<file path="src/rtl/ctrl_unit_16b.sv">
// ctrl_unit_16b: multi-cycle FETCH/DECODE/EXECUTE/MEM/WB/HALT control unit; define CTRL_ILLEGAL_TRAP_EN to trap illegal opcodes into HALT
module ctrl_unit_16b (
  input  logic        clk,
  input  logic        rst_n,
  input  logic [15:0] instr,
  input  logic        instr_valid,
  output logic        instr_ready,
  input  logic        check,
  input  logic        mem_ack,
  output logic [3:0]  ALUC,
  output logic [1:0]  ALUB,
  output logic        Unsig,
  output logic        reg_we,
  output logic        mem_rd,
  output logic        mem_wr,
  output logic        pc_en,
  output logic        pc_sel,
  output logic        halted,
  output logic        illegal
);
  typedef enum logic [2:0] {FETCH, DECODE, EXECUTE, MEM, WB, HALT} state_t;
  state_t      state;
  logic [15:0] ir;
  logic [3:0]  op;
  logic [3:0]  alu_d;
  logic        trap;
  assign op = ir[15:12];
`ifdef CTRL_ILLEGAL_TRAP_EN
  assign trap = op inside {[4'h9:4'hE]};
`else
  assign trap = 1'b0;
`endif
  always_comb begin
    alu_d = op == 4'h1 ? {2'b01, ir[1:0]} :
            op == 4'h2 ? {2'b10, ir[1:0]} :
            op == 4'h3 ? {3'b110, ir[0]} :
            (op == 4'h4 || op == 4'h5 || op == 4'h6) ? 4'b1100 :
            op == 4'h7 ? 4'b1101 : 4'b0000;
  end
  always_ff @(posedge clk) begin
    if (!rst_n) begin
      state       <= FETCH;
      ir          <= '0;
      ALUC        <= '0;
      ALUB        <= '0;
      Unsig       <= 1'b0;
      instr_ready <= 1'b1;
      reg_we      <= 1'b0;
      mem_rd      <= 1'b0;
      mem_wr      <= 1'b0;
      pc_en       <= 1'b0;
      pc_sel      <= 1'b0;
      halted      <= 1'b0;
      illegal     <= 1'b0;
    end else begin
      pc_en  <= 1'b0;
      pc_sel <= 1'b0;
      reg_we <= 1'b0;
      unique case (state)
        FETCH: if (instr_valid) begin
          ir          <= instr;
          instr_ready <= 1'b0;
          state       <= DECODE;
        end
        DECODE: begin
          ALUC  <= alu_d;
          ALUB  <= op == 4'h7 ? ir[11:10] : 2'b00;
          Unsig <= op == 4'h7 && ir[9];
          state <= EXECUTE;
        end
        EXECUTE: begin
          if (op == 4'hF || trap) begin
            halted <= 1'b1;
            state  <= HALT;
            if (trap) illegal <= 1'b1;
          end else if (op >= 4'h1 && op <= 4'h4) begin
            reg_we <= 1'b1;
            state  <= WB;
          end else if (op == 4'h5 || op == 4'h6) begin
            mem_rd <= op == 4'h5;
            mem_wr <= op == 4'h6;
            state  <= MEM;
          end else begin
            // NOP, BR, JMP (and untrapped illegal opcodes) retire straight to FETCH
            pc_en       <= 1'b1;
            pc_sel      <= op == 4'h7 ? check : op == 4'h8;
            instr_ready <= 1'b1;
            state       <= FETCH;
          end
        end
        MEM: if (mem_ack) begin
          mem_rd <= 1'b0;
          mem_wr <= 1'b0;
          if (op == 4'h5) begin
            reg_we <= 1'b1;
            state  <= WB;
          end else begin
            pc_en       <= 1'b1;
            instr_ready <= 1'b1;
            state       <= FETCH;
          end
        end
        WB: begin
          pc_en       <= 1'b1;
          instr_ready <= 1'b1;
          state       <= FETCH;
        end
        HALT: state <= HALT;
        default: state <= FETCH;
      endcase
    end
  end
endmodule

</file>
<file path="config.mk">
export PLATFORM = sky130hd
export DESIGN_NAME = ctrl_unit_16b
export DESIGN_NICKNAME = d
export VERILOG_FILES = /design/src/rtl/ctrl_unit_16b.sv
export SDC_FILE = /design/constraint.sdc
export NUM_CORES = 1
export LEC_CHECK = 0
export CAP_MARGIN = 20
export CORE_ASPECT_RATIO = 1.75
export CORE_MARGIN = 2
export CORE_UTILIZATION = 47
export DETAILED_ROUTE_END_ITERATION = 10
export GPL_TIMING_DRIVEN = 0
export PLACE_DENSITY = 0.79
export SYNTH_ARGS = -nofsm -noshare
export SYNTH_HDL_FRONTEND = slang
export SYNTH_SLANG_ARGS = --single-unit
</file>
<file path="constraint.sdc">
create_clock -name clk -period 1.5 [get_ports clk]
set_input_delay 0.45 -clock clk [delete_from_list [all_inputs] [get_ports clk]]
set_output_delay 0.45 -clock clk [all_outputs]
set_load 0.02 [all_outputs]
</file>
==> summary.md, run 1 <==
| Metric | Value |
|---|---|
| First-pass GRT wire length | `5410 µm` |
| Routed via count | `1,283` |
| Post-Route WL | `3370 µm` |
| Iter 0 DRT Violations | `46` |
| CP startpoint kind | `input pin` |
| Crit Path Max Fanout | `9` |
| VDD IR max | `about 0.56 mV` |
| Routed len/inst | `around 15 µm` |
| Final setup vio count | `0` |
| Max-Cap Viols | `0` |
| Post-route cell area | `about 1700 µm²` |
| CP Data Required Time | `1700 ps` |
| Bufs on Longest Clock Path | `2` |
| Clock root buffer | `clkbuf_8` |
| Worst skew pair latency | `280 ps` |
| Post-synthesis register bit count | `26` |
| Die Span X | `44.4 µm` |
| Met3 Resource Use GR | `2.16%` |
| GPL Wtd Cong | `0.852` |
| Area grow syn2layout | `27.2%` |
| Critical path arrival | `1640 ps` |
| Final period utilization | `a little over nine tenths` |
| Final HPWL DP | `2480 µm` |
| Mapped Area | `1340 µm²` |
| Nets | `215` |
| Ys async rst share | `0%` |
| Final Util | `a little over three fifths` |
| Die height | `74.6 µm` |
| CTS tree | `yes` |
| Vias in the first global route | `1,213` |
| Yosys top cell by area | `dfxtp_1` |
| CTS H-Tree Depth | `1` |
| Top cell type's share of synthesized area | `38.8%` |
| Core Box Area | `about 2700 µm²` |
| EDFF count, synth | `0` |
| Global routing's busiest layer | `met2` |
| Leak pwr | `0.717 nW` |
| Row count | `25` |
| Power per Cell Area | `920 nW/µm²` |
| Placed Cells | `215` |
| Initial antenna violation count | `0` |
| Mapped Cells | `162` |
| Global route overflow | `0` |
| Starting density of the core | `between 40% and 50%` |
| IO Port Bufs | `26` |
| Max-slew violations | `0` |
| DRC | `0` |
| Die ar. | `between 3000 and 4000 µm²` |
| Clock sink count | `26` |
| Met2 usage | `39.7%` |
| Critical path class | `input pin to register` |
| Detailed Routing Iterations Pass 1 | `4` |
| Netlist cell types | `50` |
| DP Area | `1630 µm²` |
| Synth warn | `0` |
| Clock Skews | `7.71 ps` |
| Synth Flop Type | `dfxtp_1` |
| Mapped Avg Cell Area | `8.27 µm²` |
| Area contributors post-synth | `dfxtp_1 (39%), nand2_1 (7.3%), a21oi_1 (6.0%)` |
| Num CTS Buffers | `3` |
| Final Hold Viols | `0` |
| RSZ-0062 raised after global routing | `no` |
| Met1 Resource Use GR | `between 20% and 30%` |
| ANT nets after route | `0` |
| Nature of the critical path endpoint | `register` |
| Inserted Diodes | `0` |
| Vias per cell | `5.83` |
| Post-Syn Nets | `183` |
| Final Instance Count excl. Fillers | `220` |
| Status | `complete, no violations` |
| Layout cell share with drive strength beyond 1 | `16.1%` |
| Tot GR Track Use | `22.3%` |
| Register area share after synthesis | `38.8%` |
| HP Class | `register to register` |
| Most frequent cells in the layout | `nand2_1 (26), dfxtp_1 (24), a21oi_1 (16)` |
| Minimum clock period | `1440 ps` |
| F_max | `roughly 700 MHz` |
| Clk slew on worst S/H paths | `~100 ps` |
| Largest net degree at the start of global routing | `15` |
| Ports | `36` |
| Commonest non-fill, non-tap cell in the layout | `nand2_1` |
[cells by family (layout without fill, tap and decap cells)]
logic type             Yosys count  count (layout)  share of synthesized area (%)
other                            1               1                          0.280
AO/OA/AOI/OAI                   45              45                           23.2
buffers and inverters           19              50                           7.93
AND/OR/NAND/NOR                 69              69                           28.5
flip-flops                      26              26                           38.8
XOR/XNOR                         2               2                           1.31
[stage by stage]
| stage | hold WS (ps) | TNS (ps) | power [mW] | worst slack [ps] |
|---|---|---|---|---|
| after floorplan | 436 | 0 | 0.996 | 197 |
| after global placement | 451 | -2360 | 1.10 | -289 |
| after detailed placement | 453 | -2860 | 1.10 | -271 |
| after CTS | 470 | 0 | 1.55 | 6.46 |
| after global routing | 500 | 0 | 1.64 | 2.62 |
| final | 468 | 0 | 1.57 | 64.0 |
[flip-flops by register name (all words and copies together) (netlist names), 2 cells and up]
| register | flops |
|---|---|
| ir | 9 |
| ALUC | 4 |
| state | 3 |
| ALUB | 2 |
[cell usage after synthesis, types with 3 or more instances]
| cell type | n |
|---|---|
| dfxtp_1 | 26 |
| nand2_1 | 26 |
| a21oi_1 | 16 |
| nor2_1 | 12 |
| buf_2 | 7 |
| nand2b_1 | 6 |
| a22oi_1 | 5 |
| o21ai_0 | 5 |
| inv_1 | 4 |
| nand3_1 | 4 |
| buf_4 | 3 |
| nor3b_1 | 3 |
[critical path, cell delays in order]
cell             delay [ps]
clkdlybuf4s50_1         500
inv_1                    90
nor4_4                  210
buf_4                   200
nand2_1                  70
a21oi_1                 120
[worst paths after layout]
kind	start	end	slack, ps	cells after the start
hold / removal	halted	halted	470	1
setup reg to reg	state[0]	Unsig	80	5
setup / recovery	instr_valid	ir[13]	60	6
hold reg to reg	halted	halted	470	1
[per-layer routing]
metal  vias up  routed length, µm
li1        627                  -
met1       585               1230
met2        57               1820
met3        14                200
met4         0                116
met5         -                  0
[power by group]
part	total [mW]	internal [mW]	leakage, nW	switching (mW)
clock network	0.464	0.235	0.0288	0.229
registers	0.745	0.723	0.212	0.0220
logic	0.358	0.156	0.476	0.202
total	1.57	1.11	0.717	0.454
[layout make-up]
type / instances / area (µm²)
fillers: 249 / 1020
multi-input cells: 117 / 723
flip-flops and latches: 26 / 523
repair buffers: 27 / 253
plain buffers: 14 / 97.6
clock buffers: 4 / 55.1
well taps: 27 / 33.8
inverters: 5 / 18.8
[what timing repair did]
item,in CTS,in global routing
pin swaps,0,1
hold buffers,0,0
setup buffers,0,1
setup endpoints to repair,14,17
resized for setup,14,12
No activity file was read; power rests on OpenSTA's default activity.
==> run 2: changes to the inputs <==
- CORE_MARGIN: 2 -> 10
- CTS_CLUSTER_SIZE: not set -> 10
- SLEW_MARGIN: not set -> 20
==> run 2 against run 1 <==
Compared with the run above:
- clock power is 0.9% lower
- sequential power barely moved
- sequential cell count stayed put
- core utilization grew 0.092 points
- count of clock-buffer cells in the layout unchanged
- register-to-register slack worse by 50 ps
- critical path depth shrank 1
- global-route usage decreased by 8.7 points
- clock skew down 4.2 ps
- worst setup slack worse by 31 ps
- power about the same
- highest routed layer unchanged
==> summary.md, run 2 (synthesis results as in run 1) <==
| Metric | Value |
|---|---|
| Clock sink count | `26 (unchanged)` |
| Final Hold Viols | `0 (unchanged)` |
| Final Power | `1.57 mW (about the same)` |
| Final HPWL DP | `2760 µm (+11%)` |
| Final setup vio count | `0 (unchanged)` |
| Biggest register | `ir` |
| Die ar. | `5470 µm² (+65%)` |
| DP Area | `1630 µm² (unchanged)` |
| Max reg flops | `9 (unchanged)` |
| VDD IR max | `0.766 mV (+37%)` |
| Most frequent cells in the layout | `nand2_1 (26), dfxtp_1 (24), a21oi_1 (16)` |
| Worst skew pair latency | `270 ps (about the same)` |
| Largest regs | `ir (9), ALUC (4), state (3)` |
| Leak pwr | `0.708 nW (-1.2%)` |
| Die height | `90.6 µm (+21%)` |
| Routed len/inst | `16.7 µm (+9.2%)` |
| Critical path arrival | `1660 ps (+20 ps)` |
| Number of buffers inserted by hold repair at cts | `0 (unchanged)` |
| Starting density of the core | `49.2% (unchanged)` |
| Nets | `215 (unchanged)` |
| Routed via count | `1,294 (+0.86%)` |
| Top sig layer | `met4` |
| Clock root buffer | `clkbuf_8` |
| Layout cell share with drive strength beyond 1 | `16.6% (+0.52 points)` |
| Fillers | `247 (-0.80%)` |
| Nature of the critical path endpoint | `register` |
| DR WL met2 | `2100 µm (+16%)` |
| GPL Wtd Cong | `0.884 (+3.8%)` |
| HP Class | `register to register` |
| Die Span X | `60.4 µm (+36%)` |
| Area grow syn2layout | `27.4%` |
| Met1 Wirelength | `1310 µm (+6.4%)` |
| Max-Cap Viols | `0 (unchanged)` |
| Post-Route WL | `3680 µm (+9.2%)` |
| Bufs on Longest Clock Path | `2 (unchanged)` |
| Critical path class | `register to register` |
| Status | `complete, no violations` |
| Row count | `25 (unchanged)` |
| CP Data Required Time | `1690 ps (about the same)` |
| F_max | `682 MHz (-2.1%)` |
| Commonest non-fill, non-tap cell in the layout | `nand2_1` |
| First-pass GRT wire length | `6050 µm (+12%)` |
| Vias per cell | `5.88 (+0.86%)` |
| Max-slew violations | `0 (unchanged)` |
| Largest net degree at the start of global routing | `15 (unchanged)` |
| ANT nets after route | `0 (unchanged)` |
| Inserted Diodes | `0 (unchanged)` |
| Minimum clock period | `1470 ps (+30.7 ps)` |
| Global route overflow | `0 (unchanged)` |
| Clock Skews | `3.48 ps (-4.23 ps)` |
| Clk slew on worst S/H paths | `90 ps (about the same)` |
| Final period utilization | `97.8% (+2.0 points)` |
| Ports | `36 (unchanged)` |
| Num CTS Buffers | `3 (unchanged)` |
| Post-route cell area | `1710 µm² (+0.15%)` |
| Core Box Area | `2720 µm² (unchanged)` |
| Power per Cell Area | `918 nW/µm² (-0.23%)` |
| Initial antenna violation count | `0 (unchanged)` |
| DR WL met3 | `193 µm (-3.5%)` |
| CTS tree | `yes` |
| Detailed Routing Iterations Pass 1 | `4 (unchanged)` |
| CP startpoint kind | `register` |
| CTS H-Tree Depth | `1 (unchanged)` |
| Crit Path Max Fanout | `10 (+1)` |
| IO Port Bufs | `26 (unchanged)` |
| Tot GR Track Use | `13.6% (-8.7 points)` |
| Iter 0 DRT Violations | `67 (+46%)` |
| Vias in the first global route | `1,339 (+10%)` |
| Final Util | `62.7% (+0.092 points)` |
| DRC | `0 (unchanged)` |
## run 2: per-layer routing
metal  track usage [%]  up-vias
met2              25.3       50
li1                  -      628
met3              3.24        9
met1              13.2      607
met5                 0        -
met4              5.26        0
## run 2: timing repair
action                     CTS  global route
gates resized for setup     16             8
setup endpoints to repair   17            13
pin swaps                    0             1
setup buffers                0             1
## run 2: per-stage QoR
step | TNS [ps] | setup slack, ps | hold WS [ps] | std cells
after floorplan | 0 | 197 | 436 | 162
after global placement | -2470 | -289 | 453 | 215
after detailed placement | -3190 | -298 | 459 | 215
after CTS | 0 | 8.73 | 472 | 219
after global routing | -19.1 | -15.0 | 497 | 220
final | 0 | 33.4 | 469 | 220
## run 2: layout make-up
class                           instances  area, µm²  share of cell area, %
Buffer                                 14       95.1                   5.57
Tap cell                               27       33.8                   1.98
Sequential cell                        26        523                   30.6
Multi-Input combinational cell        117        728                   42.7
Timing Repair Buffer                   27        253                   14.8
Inverter                                5       18.8                   1.10
Clock buffer                            4       55.1                   3.23
## run 2: worst paths after layout
check / from / to / slack [ps] / cells after the start
setup / recovery: ir[15] / state[2] / 30 / 5
hold / removal: halted / halted / 470 / 1
setup reg to reg: ir[15] / state[2] / 30 / 5
hold reg to reg: halted / halted / 470 / 1
## run 2: critical path, cell delays in order (launching register included)
cell     delay [ps]
dfxtp_1         310
buf_2           160
buf_2           210
o41ai_1         480
nand4_1         150
o31ai_1          80
## run 2: power by group
| group | switching (mW) | total [mW] | internal, mW |
|---|---|---|---|
| registers | 0.0225 | 0.745 | 0.723 |
| clock network | 0.225 | 0.460 | 0.235 |
| logic | 0.205 | 0.361 | 0.156 |
